**src/rtl/alu_uart_interface_if.sv**
```systemverilog
// Bus bundle between the UART/ALU frame assembler and its surroundings.
// The slave modport is the assembler's view; master is the environment's view.
interface alu_uart_interface_if #(
  parameter int NB_DATA = 8,
  parameter int NB_OP   = 6
);
  logic [NB_DATA-1:0] i_rx_data;
  logic               i_rx_valid;
  logic [NB_DATA-1:0] i_alu_result;
  logic               i_tx_done;
  logic [NB_DATA-1:0] o_alu_data_A;
  logic [NB_DATA-1:0] o_alu_data_B;
  logic [NB_OP-1:0]   o_alu_op;
  logic [NB_DATA-1:0] o_tx_data;
  logic               o_tx_start;
  logic               o_busy;
  logic               o_overrun;

  modport master (
    output i_rx_data, i_rx_valid, i_alu_result, i_tx_done,
    input  o_alu_data_A, o_alu_data_B, o_alu_op, o_tx_data,
    input  o_tx_start, o_busy, o_overrun
  );

  modport slave (
    input  i_rx_data, i_rx_valid, i_alu_result, i_tx_done,
    output o_alu_data_A, o_alu_data_B, o_alu_op, o_tx_data,
    output o_tx_start, o_busy, o_overrun
  );
endinterface

```
**src/rtl/alu_uart_interface.sv**
```systemverilog
// Assembles A/B/opcode bytes from UART RX into ALU inputs and sends the result to UART TX.
// Optional inter-byte timeout enabled by defining ALU_UART_TIMEOUT_EN.
module alu_uart_interface #(
  parameter int NB_DATA        = 8,
  parameter int NB_OP          = 6,
  parameter int TIMEOUT_CYCLES = 1000000
) (
  input  logic                  i_clk,
  input  logic                  i_reset,
  alu_uart_interface_if.slave   bus
);
  typedef enum logic [2:0] {WAIT_A, WAIT_B, WAIT_OP, SEND, WAIT_TX} state_t;

  if (NB_OP > NB_DATA || TIMEOUT_CYCLES < 2) begin : g_bad_params
    $error("alu_uart_interface: illegal parameter combination");
  end

  state_t             state_q, state_d;
  logic [NB_DATA-1:0] a_q, a_d, b_q, b_d, tx_data_q, tx_data_d;
  logic [NB_OP-1:0]   op_q, op_d;
  logic               tx_start_q, tx_start_d;
  logic               overrun_q, overrun_d;

`ifdef ALU_UART_TIMEOUT_EN
  localparam int CNT_W = $clog2(TIMEOUT_CYCLES);
  localparam logic [CNT_W-1:0] CNT_LAST = CNT_W'(TIMEOUT_CYCLES - 1);
  logic [CNT_W-1:0] cnt_q, cnt_d;

  always_ff @(posedge i_clk or negedge i_reset) begin
    if (!i_reset) cnt_q <= '0;
    else          cnt_q <= cnt_d;
  end
`endif

  always_ff @(posedge i_clk or negedge i_reset) begin
    if (!i_reset) begin
      state_q    <= WAIT_A;
      a_q        <= '0;
      b_q        <= '0;
      op_q       <= '0;
      tx_data_q  <= '0;
      tx_start_q <= 1'b0;
      overrun_q  <= 1'b0;
    end else begin
      state_q    <= state_d;
      a_q        <= a_d;
      b_q        <= b_d;
      op_q       <= op_d;
      tx_data_q  <= tx_data_d;
      tx_start_q <= tx_start_d;
      overrun_q  <= overrun_d;
    end
  end

  always_comb begin
    state_d    = state_q;
    a_d        = a_q;
    b_d        = b_q;
    op_d       = op_q;
    tx_data_d  = tx_data_q;
    tx_start_d = 1'b0;
    overrun_d  = overrun_q;
    case (state_q)
      WAIT_A: if (bus.i_rx_valid) begin
        a_d     = bus.i_rx_data;
        state_d = WAIT_B;
      end
      WAIT_B: if (bus.i_rx_valid) begin
        b_d     = bus.i_rx_data;
        state_d = WAIT_OP;
      end
      WAIT_OP: if (bus.i_rx_valid) begin
        op_d    = bus.i_rx_data[NB_OP-1:0];
        state_d = SEND;
      end
      // ALU has had a full cycle with stable inputs; capture and launch TX.
      SEND: begin
        tx_data_d  = bus.i_alu_result;
        tx_start_d = 1'b1;
        state_d    = WAIT_TX;
        if (bus.i_rx_valid) overrun_d = 1'b1;
      end
      WAIT_TX: begin
        if (bus.i_rx_valid) overrun_d = 1'b1;
        if (bus.i_tx_done)  state_d   = WAIT_A;
      end
      default: state_d = WAIT_A;
    endcase

`ifdef ALU_UART_TIMEOUT_EN
    // Counter only advances on idle cycles mid-frame; expiry abandons the frame.
    cnt_d = '0;
    if ((state_q == WAIT_B || state_q == WAIT_OP) && !bus.i_rx_valid) begin
      if (cnt_q == CNT_LAST) state_d = WAIT_A;
      else                   cnt_d   = cnt_q + CNT_W'(1);
    end
`endif
  end

  assign bus.o_alu_data_A = a_q;
  assign bus.o_alu_data_B = b_q;
  assign bus.o_alu_op     = op_q;
  assign bus.o_tx_data    = tx_data_q;
  assign bus.o_tx_start   = tx_start_q;
  assign bus.o_busy       = (state_q == SEND) || (state_q == WAIT_TX);
  assign bus.o_overrun    = overrun_q;
endmodule

```
**src/flat_wrapper.sv**
```systemverilog
// flat-port wrapper written by rule: the top's interface ports become plain ports
module alu_uart_interface_flat 
#(
  parameter int NB_DATA        = 8,
  parameter int NB_OP          = 6,
  parameter int TIMEOUT_CYCLES = 1000000
)
  (i_clk, i_reset, bus_i_rx_data, bus_i_rx_valid, bus_i_alu_result, bus_i_tx_done, bus_o_alu_data_A, bus_o_alu_data_B, bus_o_alu_op, bus_o_tx_data, bus_o_tx_start, bus_o_busy, bus_o_overrun);
  alu_uart_interface_if #(.NB_DATA(NB_DATA), .NB_OP(NB_OP)) bus_i ();
  input  logic i_clk;
  input  logic i_reset;
  input wire logic [$bits(bus_i.i_rx_data)-1:0] bus_i_rx_data;
  input wire logic [$bits(bus_i.i_rx_valid)-1:0] bus_i_rx_valid;
  input wire logic [$bits(bus_i.i_alu_result)-1:0] bus_i_alu_result;
  input wire logic [$bits(bus_i.i_tx_done)-1:0] bus_i_tx_done;
  output wire logic [$bits(bus_i.o_alu_data_A)-1:0] bus_o_alu_data_A;
  output wire logic [$bits(bus_i.o_alu_data_B)-1:0] bus_o_alu_data_B;
  output wire logic [$bits(bus_i.o_alu_op)-1:0] bus_o_alu_op;
  output wire logic [$bits(bus_i.o_tx_data)-1:0] bus_o_tx_data;
  output wire logic [$bits(bus_i.o_tx_start)-1:0] bus_o_tx_start;
  output wire logic [$bits(bus_i.o_busy)-1:0] bus_o_busy;
  output wire logic [$bits(bus_i.o_overrun)-1:0] bus_o_overrun;
  assign bus_i.i_rx_data = bus_i_rx_data;
  assign bus_i.i_rx_valid = bus_i_rx_valid;
  assign bus_i.i_alu_result = bus_i_alu_result;
  assign bus_i.i_tx_done = bus_i_tx_done;
  assign bus_o_alu_data_A = bus_i.o_alu_data_A;
  assign bus_o_alu_data_B = bus_i.o_alu_data_B;
  assign bus_o_alu_op = bus_i.o_alu_op;
  assign bus_o_tx_data = bus_i.o_tx_data;
  assign bus_o_tx_start = bus_i.o_tx_start;
  assign bus_o_busy = bus_i.o_busy;
  assign bus_o_overrun = bus_i.o_overrun;
  alu_uart_interface #(.NB_DATA(NB_DATA), .NB_OP(NB_OP), .TIMEOUT_CYCLES(TIMEOUT_CYCLES)) u_core (.i_clk(i_clk), .i_reset(i_reset), .bus(bus_i));
endmodule
```
**config.mk**
```make
export PLATFORM = sky130hd
export DESIGN_NAME = alu_uart_interface_flat
export DESIGN_NICKNAME = d
export VERILOG_FILES = /design/src/rtl/alu_uart_interface_if.sv /design/src/rtl/alu_uart_interface.sv /design/src/flat_wrapper.sv
export SDC_FILE = /design/constraint.sdc
export NUM_CORES = 1
export LEC_CHECK = 0
export ABC_AREA = 1
export ABC_CLOCK_PERIOD_IN_PS = 1600
export BUFFER_PORTS_ARGS = -buffer_cell sky130_fd_sc_hd__buf_2
export CAP_MARGIN = 40
export CORE_MARGIN = 5
export CORE_UTILIZATION = 40
export DETAILED_ROUTE_END_ITERATION = 7
export GPL_TIMING_DRIVEN = 0
export HOLD_SLACK_MARGIN = 0.03
export PLACE_DENSITY_LB_ADDON = 0.2
export SKIP_LAST_GASP = 1
export SYNTH_ARGS = -nofsm -noshare
export SYNTH_HDL_FRONTEND = slang
export SYNTH_SLANG_ARGS = --single-unit
```
**constraint.sdc**
```tcl
create_clock -name i_clk -period 1.6 [get_ports i_clk]
set_clock_uncertainty 0.15 [all_clocks]
set_input_delay 0.32 -clock i_clk [delete_from_list [all_inputs] [get_ports i_clk]]
set_output_delay 0.32 -clock i_clk [all_outputs]
set_load 0.02 [all_outputs]
```
==> impl_metrics.tcl, run 1 <==
set metrics [dict create \
    setup_viol 1 \
    gp_congestion 0.735 \
    syn_inst 148 \
    post-route-util_pct 54.5 \
    vias 1220 \
    ir_drop_v 0.000976 \
    relSlewSlack_pct 48.4 \
    grt_max_degree 36 \
    areaGrowthSynthToFinish_pct 34.4 \
    row_count 22 \
    worst_slew_pin_slew_ns 0.774 \
    antenna_found_initial 0 \
    num_antenna_cells 0 \
    cts_tree "yes" \
    cp-end-kind "output port" \
    grt_pass1_wl_mm 5.67 \
    yosys_warnings 0 \
    port_buffers 52 \
    start_util_pct 40.6 \
    hpwl_mm 2.39 \
    dr.pass1.iters 4 \
    syn-num-nets 168 \
    routedWlPerCell_um 12.7 \
    avgSynthCellArea_um2 9.88 \
    layout_min_cycle_time_ns 1.70 \
    powerDensity_nw_per_um2 2170 \
    grt_usage_pct 14.4 \
    netlist_area_um2 1460 \
    cp_top_family "flip-flops" \
    drc 0 \
    power.leakage_nw 1.09 \
    clkLatencyLatePin_ns 0.28 \
    die_h_um 70.5 \
    ys_seq_elements 35 \
    cp.required_ns 1.13 \
    outcome "finished with violations" \
    synth.distinct_cells 18 \
    cts.path.max_buffers 2 \
    die_x_um 70.5 \
    final_nets 236 \
    crit_slowest_cell "dfrtp_1" \
    rsz0062_at_grt "true" \
    slew_viol_final 0 \
    worst_slack_ns -0.104 \
    path_buf_inv 2 \
    cts.reportedPaths.clkPinSlew_ns 0.07 \
    grt_pass1_vias 1253 \
    whs_ns 0.0948 \
    dieArea_um2 4970 \
    start_kind "flip-flop" \
    ioPinCount 53 \
    cp_max_fo 4 \
    core_um2 3610 \
    routed_via_density 4.62 \
    violations "setup timing" \
    arrival_ns 1.23 \
    fill_cells 338 \
    finalHoldViolations 0 \
    max_freq_mhz 587 \
    cpPeakStageDelay_ns 0.43 \
    cts_root_buffer "clkbuf_8" \
    crit_chain "inv_2 > nor3_4 > or2_4 > buf_6" \
    drt_wl_total_mm 3.35 \
    period_share_pct 107 \
    cts_max_level 2 \
    drt_iter0_markers 34 \
    crit_type "reg2out" \
    p_total_mw 4.26 \
    drive_above_1_share_pct 45.8 \
    overflow 0 \
    antenna_left 0 \
    cts.sinks 35 \
    holdCritPathClass "in2reg" \
    yosysSeqAreaShare_pct 59.9 \
    cts-buffers-inserted 5 \
    maxCapViolCount 0 \
]
synth_stat cells:
library cell  instances  area, um^2
nand2_1              55         206
dfrtp_1              35         876
inv_1                13        48.8
o21ai_2              13         114
o21ai_0               8        40.0
nand3_1               6        30.0
inv_2                 4        15.0
buf_6                 3        33.8
o21ai_1               2        10.0
buf_4                 1        7.51
nand2_4               1        11.3
nand3_2               1        10.0
nand3_4               1        17.5
nor2_1                1        3.75
nor2_4                1        11.3
nor3_1                1        5.00
nor3_4                1        16.3
or2_2                 1        6.26
metrics by stage:
stage,TNS [ns],instance area [um^2],setup slack (ns),instances
finish,-0.104,1970,-0.104,264
global route,-0.213,1970,-0.154,264
global placement,0,1780,0.0584,248
CTS,-0.0879,1950,-0.0879,263
detailed placement,0,1780,0.0561,248
floorplan,0,1460,0.192,148
routing by layer:
layer	vias up	GRT usage, %	part of all wire (%)
li1	600	-	-
met1	565	15.6	40
met2	46	24.9	50
met3	9	5.61	8.2
met4	0	5.74	1.9
met5	-	0	0
flip-flops by register name (all words and copies together), names as in the netlist:
register	count
u_core.bus.o_alu_data_A	8
u_core.bus.o_alu_data_B	8
u_core.bus.o_alu_op	6
u_core.bus.o_overrun	1
u_core.bus.o_tx_data	8
u_core.bus.o_tx_start	1
u_core.state_q	3
final cells by class:
class / count / area, um^2 / share of cell area, %
Sequential cell: 35 / 878 / 44.7
Timing Repair Buffer: 61 / 337 / 17.1
Buffer: 4 / 45.0 / 2.29
Clock inverter: 1 / 5.00 / 0.255
Multi-Input combinational cell: 92 / 494 / 25.1
Clock buffer: 6 / 82.6 / 4.20
Tap cell: 48 / 60.1 / 3.06
Inverter: 17 / 63.8 / 3.25
cells in the final DEF, fill, tap and decap left out:
cell type and count:
nand3_2 2, inv_2 5, clkbuf_8 6, nand3_4 1, buf_4 8, or2_4 1, buf_6 5, nor3_4 1
buf_2 51, nor2_1 1, dfrtp_1 33, o21ai_0 8, dlygate4sd3_1 1, nor3_2 1, nor2_4 1, o21ai_1 2
o21ai_2 13, dfrtp_2 2, clkinv_2 1, nand2_4 1, nand2_1 55, nand3_1 5, inv_1 12
tightest hold or removal path: stages:
cell     delay, ns
buf_2         0.08
nand2_1       0.04
nand2_1       0.05
cell families after synthesis:
group                  Yosys count  synth area share (%)
buffers and inverters           21                  7.19
DFF                             35                  59.9
AOI/OAI and AO/OA               23                  11.2
and+or+nand+nor                 69                  21.7
worst paths after layout:
kind,from,endpoint,slack (ns),cells past startpoint
setup reg to reg,u_core.state_q[1]$_DFFE_PN0P_,u_core.bus.o_alu_data_B[5]$_DFFE_PN0P_,0.03,9
hold / removal,bus_i_alu_result[1],u_core.bus.o_tx_data[1]$_DFFE_PN0P_,0.09,3
setup / recovery,u_core.state_q[1]$_DFFE_PN0P_,bus_o_busy,-0.10,4
max in group asynchronous,i_reset,u_core.state_q[2]$_DFFE_PN0P_,0.27,2
hold reg to reg,u_core.bus.o_overrun$_DFFE_PN0P_,u_core.bus.o_overrun$_DFFE_PN0P_,0.31,2
min in group asynchronous,i_reset,u_core.state_q[0]$_DFFE_PN0P_,0.50,2
power breakdown:
group	internal (mW)	total [mW]	leakage (nW)	switching, mW
Clock	0.337	0.631	0.0470	0.294
Combinational	0.798	2.10	0.615	1.30
Sequential	1.29	1.53	0.431	0.237
timing repair:
action	CTS	global route
setup endpoints to repair	1	5
hold buffers	1	0
pin swaps	1	3
setup buffers	7	1
gates resized for setup	6	3
cloned	0	0
hold endpoints to repair	35	0
Note: power is estimated with default switching activity, not from simulation.
==> run 2: changes to the inputs <==
Settings changed: CORE_MARGIN 5 to default.
==> run 2 against run 1 <==
The flow still finishes with violations (setup timing). Core utilization up 4.3 points. Cell area up 2.2%. Flip-flop and latch count unchanged. Setup slack worse by 0.064 ns. Critical path depth unchanged. Combinational power up 2%. Register-to-register slack better by 0.07 ns. Critical path type unchanged. Critical endpoint unchanged.
==> impl_metrics.tcl, run 2 (synthesized netlist as in run 1, its figures left out) <==
set metrics [dict create \
    outcome "finished with violations" \
    violations "setup timing" \
    fill_cells 328 \
    worst_slack_ns -0.168 \
    start_kind "flip-flop" \
    path_depth 4 \
    drc 0 \
    die_x_um 62.5 \
    cts.sinks 35 \
    drt_wl_total_mm 3.31 \
    cp.required_ns 1.13 \
    row_count 21 \
    layout_common_cells "nand2_1, buf_2, dfrtp_1, o21ai_2, inv_1" \
    crit_slowest_cell "dfrtp_2" \
    seq_area_um2 880 \
    timing.rr.start "u_core.state_q[0]$_DFFE_PN0P_" \
    num_antenna_cells 0 \
    ioPinCount 53 \
    clkLatencyLatePin_ns 0.33 \
    antenna_left 0 \
    cpPeakStageDelay_ns 0.47 \
    critPathCapture "bus_o_busy" \
    path_buf_inv 2 \
    cts_max_level 2 \
    grt_usage_pct 18.5 \
    areaGrowthSynthToFinish_pct 37.4 \
    max_freq_mhz 566 \
    rsz0062_at_grt "true" \
    maxCapViolCount 0 \
    cp_max_fo 3 \
    cp_top_family "flip-flops" \
    gp_congestion 0.764 \
    crit_chain "inv_4 > nor3_4 > or2_4 > buf_6" \
    layout_min_cycle_time_ns 1.77 \
    overflow 0 \
    die_h_um 62.5 \
    r2r_end "u_core.bus.o_alu_data_A[3]$_DFFE_PN0P_" \
    drt_iter0_markers 67 \
    cts_tree "yes" \
    rrSetupSlack_ns 0.10 \
    cts.reportedPaths.clkPinSlew_ns 0.10 \
    cts-buffers-inserted 5 \
    dr.pass1.iters 6 \
    grt_pass1_wl_mm 5.62 \
    hpwl_mm 2.25 \
    relSlewSlack_pct 48.2 \
    routed_via_density 4.56 \
    cts.path.max_buffers 2 \
    final_common_cell "nand2_1" \
    drive_above_1_share_pct 44.4 \
    vias 1235 \
    final_nets 244 \
    finalHoldViolations 0 \
    whs_ns 0.0426 \
    powerDensity_nw_per_um2 2060 \
    grt_max_degree 36 \
    slew_viol_final 0 \
    startpoint "u_core.state_q[1]$_DFFE_PN0P_" \
    multi_input_area_um2 500 \
    rr_worst_depth 5 \
    routedWlPerCell_um 12.2 \
    worst_slew_pin_slew_ns 0.777 \
    port_buffers 52 \
    cp-end-kind "output port" \
    core_um2 3420 \
    cts_root_buffer "clkbuf_4" \
    power.leakage_nw 1.11 \
    period_share_pct 110 \
    dieArea_um2 3900 \
    setup_viol 1 \
    ir_drop_v 0.000825 \
    crit_type "reg2out" \
    antenna_found_initial 0 \
    p_total_mw 4.13 \
    grt_pass1_vias 1195 \
    arrival_ns 1.30 \
    holdCritPathClass "in2reg" \
    start_util_pct 42.8 \
]
-- run 2: layer usage --
| layer | track usage (%) | up-vias | wire length (um) |
|---|---|---|---|
| met2 | 31.7 | 37 | 1620 |
| met1 | 21.5 | 575 | 1450 |
| met3 | 6.02 | 7 | 185 |
| li1 | - | 616 | - |
| met5 | 0 | - | 0 |
| met4 | 6.98 | 0 | 60 |
-- run 2: worst reg2reg max path: cells and delay by family (launching register included) --
kind | cells | cell delay [ns]
compound gates | 1 | 0.16
simple gates | 2 | 0.32
buf+inv | 2 | 0.33
flops | 1 | 0.46
-- run 2: layout make-up --
type,instances,area share (%)
tap,46,2.86
buffer,4,2.05
multi-input combinational,92,24.9
inverter,17,3.30
clock buffer,7,2.24
clock inverter,1,0.249
sequential,35,43.8
timing repair buffer,69,20.6
-- run 2: worst min path at each step --
stage                             start                                endpoint  slack [ns]  cells after the start
global route        bus_i_alu_result[5]     u_core.bus.o_tx_data[5]$_DFFE_PN0P_        0.04                      3
finish              bus_i_alu_result[5]     u_core.bus.o_tx_data[5]$_DFFE_PN0P_        0.04                      3
global placement                i_reset        u_core.bus.o_overrun$_DFFE_PN0P_        0.28                      1
floorplan                       i_reset  u_core.bus.o_alu_data_A[0]$_DFFE_PN0P_       -0.13                      0
detailed placement              i_reset        u_core.bus.o_overrun$_DFFE_PN0P_        0.29                      1
CTS                 bus_i_alu_result[5]     u_core.bus.o_tx_data[5]$_DFFE_PN0P_        0.03                      3
-- run 2: power by group --
| group | leakage, nW | internal (mW) | total [mW] | switching (mW) |
|---|---|---|---|---|
| Sequential | 0.430 | 1.29 | 1.54 | 0.246 |
| Combinational | 0.648 | 0.830 | 2.14 | 1.31 |
| Clock | 0.0293 | 0.171 | 0.455 | 0.284 |
| Total | 1.11 | 2.29 | 4.13 | 1.84 |
-- run 2: what timing repair did --
action                                  4_1_cts  5_1_grt
pin swaps                                     3        2
setup buffers                                 8        1
gates resized for setup                       9        2
endpoints found under the hold margin        41        1
hold buffers                                  7        1
endpoints found under the setup margin        1        4
-- run 2: metrics by stage --
stage	setup slack, ns	setup TNS (ns)	std cells	util [%]	area, um^2
final	-0.168	-0.168	271	58.8	2010
after detailed placement	0.0436	0	246	52.1	1780
after global placement	0.0648	0	246	52.1	1780
after CTS	-0.162	-0.162	269	58.0	1980
after global routing	-0.237	-0.251	271	58.8	2010
after floorplan	0.192	0	148	-	1460
